## src/rtl/alu_result_stage.sv

```systemverilog
// rtl/alu_result_stage.sv - ALU result stage: condition evaluation, flag register and two-entry skid buffer
//
// Ports:
//   clk, rst_n                 clock and asynchronous active-low reset
//   in_valid / in_ready        upstream handshake (in_ready is registered)
//   in_result, in_flags        ALU result and {N,Z,C,V} flags
//   in_set_flags, in_cond      flag-update request and condition code
//   in_rd, in_wr_en            destination register and write enable
//   flush                      drop buffered and same-cycle entries
//   out_valid / out_ready      downstream handshake
//   out_result, out_rd, out_wr_en  presented entry (zero when out_valid=0)
//   flags_q                    architectural flag register {N,Z,C,V}

module alu_result_stage #(
   parameter int WIDTH = 32,
   parameter int RD_W  = 5
) (
   input  logic             clk,
   input  logic             rst_n,
   input  logic             in_valid,
   output logic             in_ready,
   input  logic [WIDTH-1:0] in_result,
   input  logic [3:0]       in_flags,
   input  logic             in_set_flags,
   input  logic [3:0]       in_cond,
   input  logic [RD_W-1:0]  in_rd,
   input  logic             in_wr_en,
   input  logic             flush,
   output logic             out_valid,
   input  logic             out_ready,
   output logic [WIDTH-1:0] out_result,
   output logic [RD_W-1:0]  out_rd,
   output logic             out_wr_en,
   output logic [3:0]       flags_q
);

   localparam logic [1:0] ST_EMPTY = 2'd0;
   localparam logic [1:0] ST_ONE   = 2'd1;
   localparam logic [1:0] ST_FULL  = 2'd2;

   logic [1:0]       state_q, state_d;
   logic             in_ready_q, in_ready_d;
   logic [3:0]       flags_d;

   logic [WIDTH-1:0] main_result_q, main_result_d;
   logic [RD_W-1:0]  main_rd_q, main_rd_d;
   logic             main_wr_en_q, main_wr_en_d;

   logic [WIDTH-1:0] skid_result_q, skid_result_d;
   logic [RD_W-1:0]  skid_rd_q, skid_rd_d;
   logic             skid_wr_en_q, skid_wr_en_d;

   logic             cond_pass;
   logic             accept;
   logic             xfer;
   logic             new_wr_en;
   logic             f_n, f_z, f_c, f_v;

   assign {f_n, f_z, f_c, f_v} = flags_q;

   // Condition is judged against the flags held before this edge, so an
   // entry never sees its own flag update.
   always_comb begin
      cond_pass = 1'b0;
      case (in_cond)
         4'h0: cond_pass = f_z;
         4'h1: cond_pass = !f_z;
         4'h2: cond_pass = f_c;
         4'h3: cond_pass = !f_c;
         4'h4: cond_pass = f_n;
         4'h5: cond_pass = !f_n;
         4'h6: cond_pass = f_v;
         4'h7: cond_pass = !f_v;
         4'h8: cond_pass = f_c && !f_z;
         4'h9: cond_pass = !f_c || f_z;
         4'hA: cond_pass = (f_n == f_v);
         4'hB: cond_pass = (f_n != f_v);
         4'hC: cond_pass = !f_z && (f_n == f_v);
         4'hD: cond_pass = f_z || (f_n != f_v);
         4'hE: cond_pass = 1'b1;
         default: cond_pass = 1'b0;
      endcase
   end

   assign out_valid = (state_q != ST_EMPTY);
   assign in_ready  = in_ready_q;
   assign accept    = in_valid && in_ready_q && !flush;
   assign xfer      = out_valid && out_ready;
   // A failed condition still occupies a slot but must not write rd.
   assign new_wr_en = in_wr_en && cond_pass;

   always_comb begin
      state_d       = state_q;
      main_result_d = main_result_q;
      main_rd_d     = main_rd_q;
      main_wr_en_d  = main_wr_en_q;
      skid_result_d = skid_result_q;
      skid_rd_d     = skid_rd_q;
      skid_wr_en_d  = skid_wr_en_q;
      flags_d       = flags_q;

      if (accept && cond_pass && in_set_flags) begin
         flags_d = in_flags;
      end

      case (state_q)
         ST_EMPTY: begin
            if (accept) begin
               main_result_d = in_result;
               main_rd_d     = in_rd;
               main_wr_en_d  = new_wr_en;
               state_d       = ST_ONE;
            end
         end
         ST_ONE: begin
            if (accept && xfer) begin
               main_result_d = in_result;
               main_rd_d     = in_rd;
               main_wr_en_d  = new_wr_en;
            end else if (accept) begin
               skid_result_d = in_result;
               skid_rd_d     = in_rd;
               skid_wr_en_d  = new_wr_en;
               state_d       = ST_FULL;
            end else if (xfer) begin
               state_d       = ST_EMPTY;
            end
         end
         ST_FULL: begin
            // in_ready is low here, so only the drain path exists.
            if (xfer) begin
               main_result_d = skid_result_q;
               main_rd_d     = skid_rd_q;
               main_wr_en_d  = skid_wr_en_q;
               state_d       = ST_ONE;
            end
         end
         default: state_d = ST_EMPTY;
      endcase

      // Flush empties the buffer; flags keep whatever was committed.
      if (flush) begin
         state_d = ST_EMPTY;
      end

      // Registered ready: low exactly when the skid slot will be occupied.
      in_ready_d = (state_d != ST_FULL);
   end

   always_ff @(posedge clk or negedge rst_n) begin
      if (!rst_n) begin
         state_q       <= ST_EMPTY;
         in_ready_q    <= 1'b1;
         flags_q       <= 4'b0000;
         main_result_q <= '0;
         main_rd_q     <= '0;
         main_wr_en_q  <= 1'b0;
         skid_result_q <= '0;
         skid_rd_q     <= '0;
         skid_wr_en_q  <= 1'b0;
      end else begin
         state_q       <= state_d;
         in_ready_q    <= in_ready_d;
         flags_q       <= flags_d;
         main_result_q <= main_result_d;
         main_rd_q     <= main_rd_d;
         main_wr_en_q  <= main_wr_en_d;
         skid_result_q <= skid_result_d;
         skid_rd_q     <= skid_rd_d;
         skid_wr_en_q  <= skid_wr_en_d;
      end
   end

   // Payload is masked so a stale main register never leaks downstream.
   assign out_result = out_valid ? main_result_q : '0;
   assign out_rd     = out_valid ? main_rd_q : '0;
   assign out_wr_en  = out_valid && main_wr_en_q;

endmodule
```

## config.mk

```make
export PLATFORM = sky130hd
export DESIGN_NAME = alu_result_stage
export DESIGN_NICKNAME = d
export VERILOG_FILES = /design/src/rtl/alu_result_stage.sv
export SDC_FILE = /design/constraint.sdc
export NUM_CORES = 1
export LEC_CHECK = 0
export ABC_AREA = 1
export BUFFER_PORTS_ARGS = -buffer_cell sky130_fd_sc_hd__buf_2
export CELL_PAD_IN_SITES_DETAIL_PLACEMENT = 0
export CELL_PAD_IN_SITES_GLOBAL_PLACEMENT = 1
export CORE_UTILIZATION = 40
export DETAILED_ROUTE_END_ITERATION = 10
export PLACE_DENSITY_LB_ADDON = 0.1
export SLEW_MARGIN = 20
export SYNTH_ARGS = -nofsm -noshare
export SYNTH_HDL_FRONTEND = slang
export SYNTH_SLANG_ARGS = --single-unit
```

## constraint.sdc

```tcl
create_clock -name clk -period 1.49 [get_ports clk]
set_input_delay 0.0745 -clock clk [delete_from_list [all_inputs] [get_ports clk]]
set_output_delay 0.0745 -clock clk [all_outputs]
set_load 0.1 [all_outputs]
```

## Yosys cells after proc, flatten, opt, wreduce, memory -nomap -nowiden

Cells that the tools add are included.

| cells by class | value |
|---|---|
| add/sub/neg operators | 0 |
| multiply operators | 0 |
| divide/modulo/power cells | 0 |
| $lt $le $gt $ge | 0 |
| equal/unequal tests | 22 |
| shift-type cells | 0 |
| muxes and demuxes | 22 |
| bitwise operators | 1 |
| reduce and logical (&&, ||, !) cells | 23 |

Operator list:

| operator | number |
|---|---|
| two-way mux 32 bit | 4 |
| one-hot mux 32 bit (3 select lines) | 1 |
| == test 4 bit, second input constant | 7 |
| two-way mux 5 bit | 4 |
| == test 4 x 3 -> 1 bit, second input constant | 4 |
| one-hot mux 1 bit (15 select lines) | 1 |
| one-hot mux 5 bit (3 select lines) | 1 |
| two-way mux 2 bit | 6 |
| logical AND 1 bit | 10 |
| == test 4 x 2 -> 1 bit, second input constant | 2 |
| != test 2 bit, second input constant | 4 |
| one-hot mux 2 bit (3 select lines) | 1 |
| logical NOT 1 bit | 5 |
| == test 4 x 1 -> 1 bit, second input constant | 1 |
| logical NOT 4 bit | 1 |
| AND reduction 4 bit | 1 |
| two-way mux 1 bit | 3 |
| one-hot mux 1 bit (3 select lines) | 1 |
| AND reduction 3 bit | 1 |
| nonzero test 3 bit | 1 |
| == test 2 x 1 -> 1 bit, second input constant | 1 |
| == test 2 bit, second input constant | 1 |
| logical NOT 2 bit | 1 |
| logical OR 1 bit | 2 |
| other kinds (4) | 4 |

| storage, ports and cells | value |
|---|---|
| bits in registers | 83 |
| latch bits | 0 |
| RAM bits | 0 |
| memory bits (read-only) | 0 |
| output and inout bits | 44 |
| memories kept | 0 |

## Longest topological paths before layout

| logic depth | value |
|---|---|
| depth in word-level cells | 8 |
| mapped depth | 12 |
| mapped depth without buffers | 12 |

## Worst setup path before layout

No wires, ideal clock.

| timing path | value |
|---|---|
| kind | register -> output |
| start point | reg state_q[1] |
| end point | out out_rd[0] |
| data arrival time | 2.042 ns |
| required time | 1.416 ns |
| setup slack | -0.626 ns |
| stages on the path, launching flop included | 5 |
| path buffers | 2 |
| path through | dfrtp_1 > nor2_2 > buf_2 > buf_2 > nor2_1 |

| between the ends | value |
|---|---|
| word-level cells in the longest chain between the ends | 2 |

RTL lines:

| what | line | RTL |
|---|---|---|
| from (decl) | 41 | `logic [1:0] state_q, state_d;` |
| from (signal assigned) | 162 | `state_q <= state_d;` |
| nonzero test 2 bit | 85 | `assign out_valid = (state_q != ST_EMPTY);` |
| two-way mux 5 bit | 176 | `assign out_rd = out_valid ? main_rd_q : '0;` |
| to (decl) | 32 | `output logic [RD_W-1:0] out_rd,` |

No other way between the ends.

## Final worst setup path

| timing path | value |
|---|---|
| start point | reg state_q[1] |
| end point | out out_rd[2] |

Same word-level chain as after synthesis.

==> flow_metrics.tcl <==
set metrics [dict create \
    clkPwrFrac 0.240 \
    synth_cells 515 \
    yosysTopAreaCellShare 0.486 \
    grt_pass1_wl_um 17700 \
    cts_buffers 9 \
    p_switching_mw 3.11 \
    drt_iter0_drc 111 \
    viasPerCell 4.66 \
    drc 0 \
    finalWorstSetupSlack_ns -0.0614 \
    startpoint_type "flop" \
    peakVddDrop_mv 0.647 \
    place_congestion 0.790 \
    grt_pass1_vias 3755 \
    synth.top_cells.by_area "dfrtp_1 49%, nand2_1 11%, inv_1 7.6%" \
    portBuffers 95 \
    worstRegToRegCells 8 \
    synth-main-ff-cell "dfrtp_1" \
    whs_path_depth 3 \
    syn_area_sq_mm 0.00423 \
    synth-seq-cells 83 \
    outcome "finished with violations" \
    dieArea_sq_mm 0.0110 \
    synth_fp_nets 567 \
    synth_commonest_cells "124 x nand2_1, 85 x inv_1, 82 x dfrtp_1, 48 x nor2_1, 36 x o21ai_1" \
    fin_crit_ns 1.55 \
    path_clk_slew_ns 0.08 \
    fp.dieH_um 105 \
    slew_violations 0 \
    rsz0062_at_grt "true" \
    fmax_mhz 645 \
    coreArea_sq_mm 0.0103 \
    num_rows 37 \
    yosysMostFrequentCell "nand2_1" \
    min-delay-path-class "input port to flop" \
    synth_edf_count 0 \
    clockBufferDepth 2 \
    relSlewSlack 0.674 \
    fin_hold_ws_ns 0.00945 \
    crit_path_end_kind "primary output" \
    fin_setup_tns_ns -2.83 \
    critPathMaxFanout 5 \
    vias 3783 \
    crit_slowest_cell "dfrtp_2" \
    ys_warn_count 0 \
    grt_max_degree 84 \
    synthArstFlopShare 1.00 \
    final_util 0.677 \
    grt_usage 0.201 \
    setup_viol 84 \
    nets 723 \
    failed_checks "negative setup slack" \
    cts.sinks 83 \
    yosysTopAreaCell "dfrtp_1" \
    syn_avg_cell_area_sq_um 8.20 \
    cts-root-buf "clkbuf_8" \
    ys_types 26 \
    drv_cap 0 \
    cellLeakagePower_nw 3.33 \
    dp_slack_ns -0.0351 \
    wl_per_cell_um 13.3 \
    insertion_delay_ns 0.35 \
    worstPathArrival_ns 1.48 \
    pwr-share-comb 0.380 \
    cts_max_level 3 \
    dr.pass1.iters 4 \
    worstPathRequired_ns 1.42 \
    crit_chain "nor2_4 -> buf_12 -> clkbuf_16 -> nor2_4 -> buf_12" \
    finClkSkew_ns 0.00975 \
    antenna_found_initial 0 \
    routed_wirelength_um 10800 \
    start_util 0.411 \
    finalCritPeriodShare 1.04 \
    p_per_area_mw_per_mm2 1170 \
    worst_pin_slew_ns 0.489 \
    hold_viol 0 \
    cts_tree "done" \
    layout-drive-gt1-share 0.401 \
    swShare 0.381 \
    pwr-share-seq 0.379 \
    num_io_pins 96 \
    slowest_delay_ns 0.43 \
    power_mw 8.17 \
    intPower_mw 5.06 \
    ant_nets 0 \
    hpwl_um 6500 \
    dieWidth_um 105 \
    antenna_cells 0 \
    syn_to_final_growth_pct 64.6 \
    synth_seq_area_share 0.492 \
    grt.overflow.total 0 \
    path_class "flop to primary output" \
]
worst max-delay path: cells and delay by family (launching register included):
kind | cells | cell delay (ns)
buf+inv | 3 | 0.48
simple gates | 2 | 0.21
flops | 1 | 0.43
flip-flops by register name (all words and copies together), names as in the netlist:
signal / flops
skid_wr_en_q: 1
in_ready: 1
main_wr_en_q: 1
main_result_q: 32
state_q: 2
flags_q: 4
skid_rd_q: 5
main_rd_q: 5
skid_result_q: 32
power by group through the flow:
stage	logic (mW)	clock network, mW	registers [mW]
2_1_floorplan	1.61	0	3.43
3_3_place_gp	2.63	0	3.10
3_5_place_dp	2.68	0	3.12
4_1_cts	2.91	2.02	3.08
5_1_grt	3.35	2.10	3.17
6_report	3.10	1.96	3.10
through the flow:
step / cell area [sq um] / instances
global placement: 5750 / 734
global route: 6960 / 812
CTS: 6680 / 805
detailed placement: 5750 / 734
floorplan: 4530 / 515
finish: 6960 / 812
kinds of logic after synthesis:
kind of cell,synth area share
AO/OA/AOI/OAI,0.199
AND/OR/NAND/NOR,0.188
buffers and inverters,0.121
flip-flops,0.492
what timing repair did:
action / in CTS / in global routing
hold endpoints to repair: 124 / 0
pin swaps: 1 / 10
hold buffers: 43 / 0
gates resized for setup: 19 / 60
setup endpoints to repair: 85 / 121
gates cloned: 4 / 4
buffers inserted: 8 / 6
final timing paths:
path                       slack [ns]               from                end
setup reg to reg                -0.05           in_ready   skid_result_q[0]
hold / removal                  0.009           in_wr_en       skid_wr_en_q
setup / recovery                -0.06         state_q[1]          out_rd[2]
max in group asynchronous        0.79              rst_n         state_q[1]
hold reg to reg                  0.49  skid_result_q[27]  skid_result_q[27]
min in group asynchronous        0.27              rst_n         flags_q[3]
cell usage in the layout, fill, tap and decap left out, drive strengths merged:
master	netlist	final
nor2	51	51
inv	90	91
nand3b	1	1
dfstp	1	1
bufinv	0	3
buf	24	126
o21ai	89	89
nand3	13	13
a21oi	4	4
clkbuf	4	15
nand2	126	126
o211ai	25	25
dfrtp	82	82
dlygate4sd3	0	43
nand4	4	4
clkinv	1	2
cell type report:
| class | instances | area [sq um] |
|---|---|---|
| multi-input combinational | 313 | 2030 |
| sequential | 83 | 2100 |
| inverter | 91 | 357 |
| clock buffer | 11 | 131 |
| fill | 884 | 3320 |
| tap | 136 | 170 |
| clock inverter | 5 | 110 |
| timing repair buffer | 173 | 2060 |
metal layers:
layer / vias up / share of wire / global-route usage
li1: 1933 / - / -
met1: 1765 / 0.45 / 0.252
met2: 76 / 0.50 / 0.352
met3: 9 / 0.034 / 0.0399
met4: 0 / 0.010 / 0.0523
met5: - / 0 / 0
(Power assumes the default switching activity.)
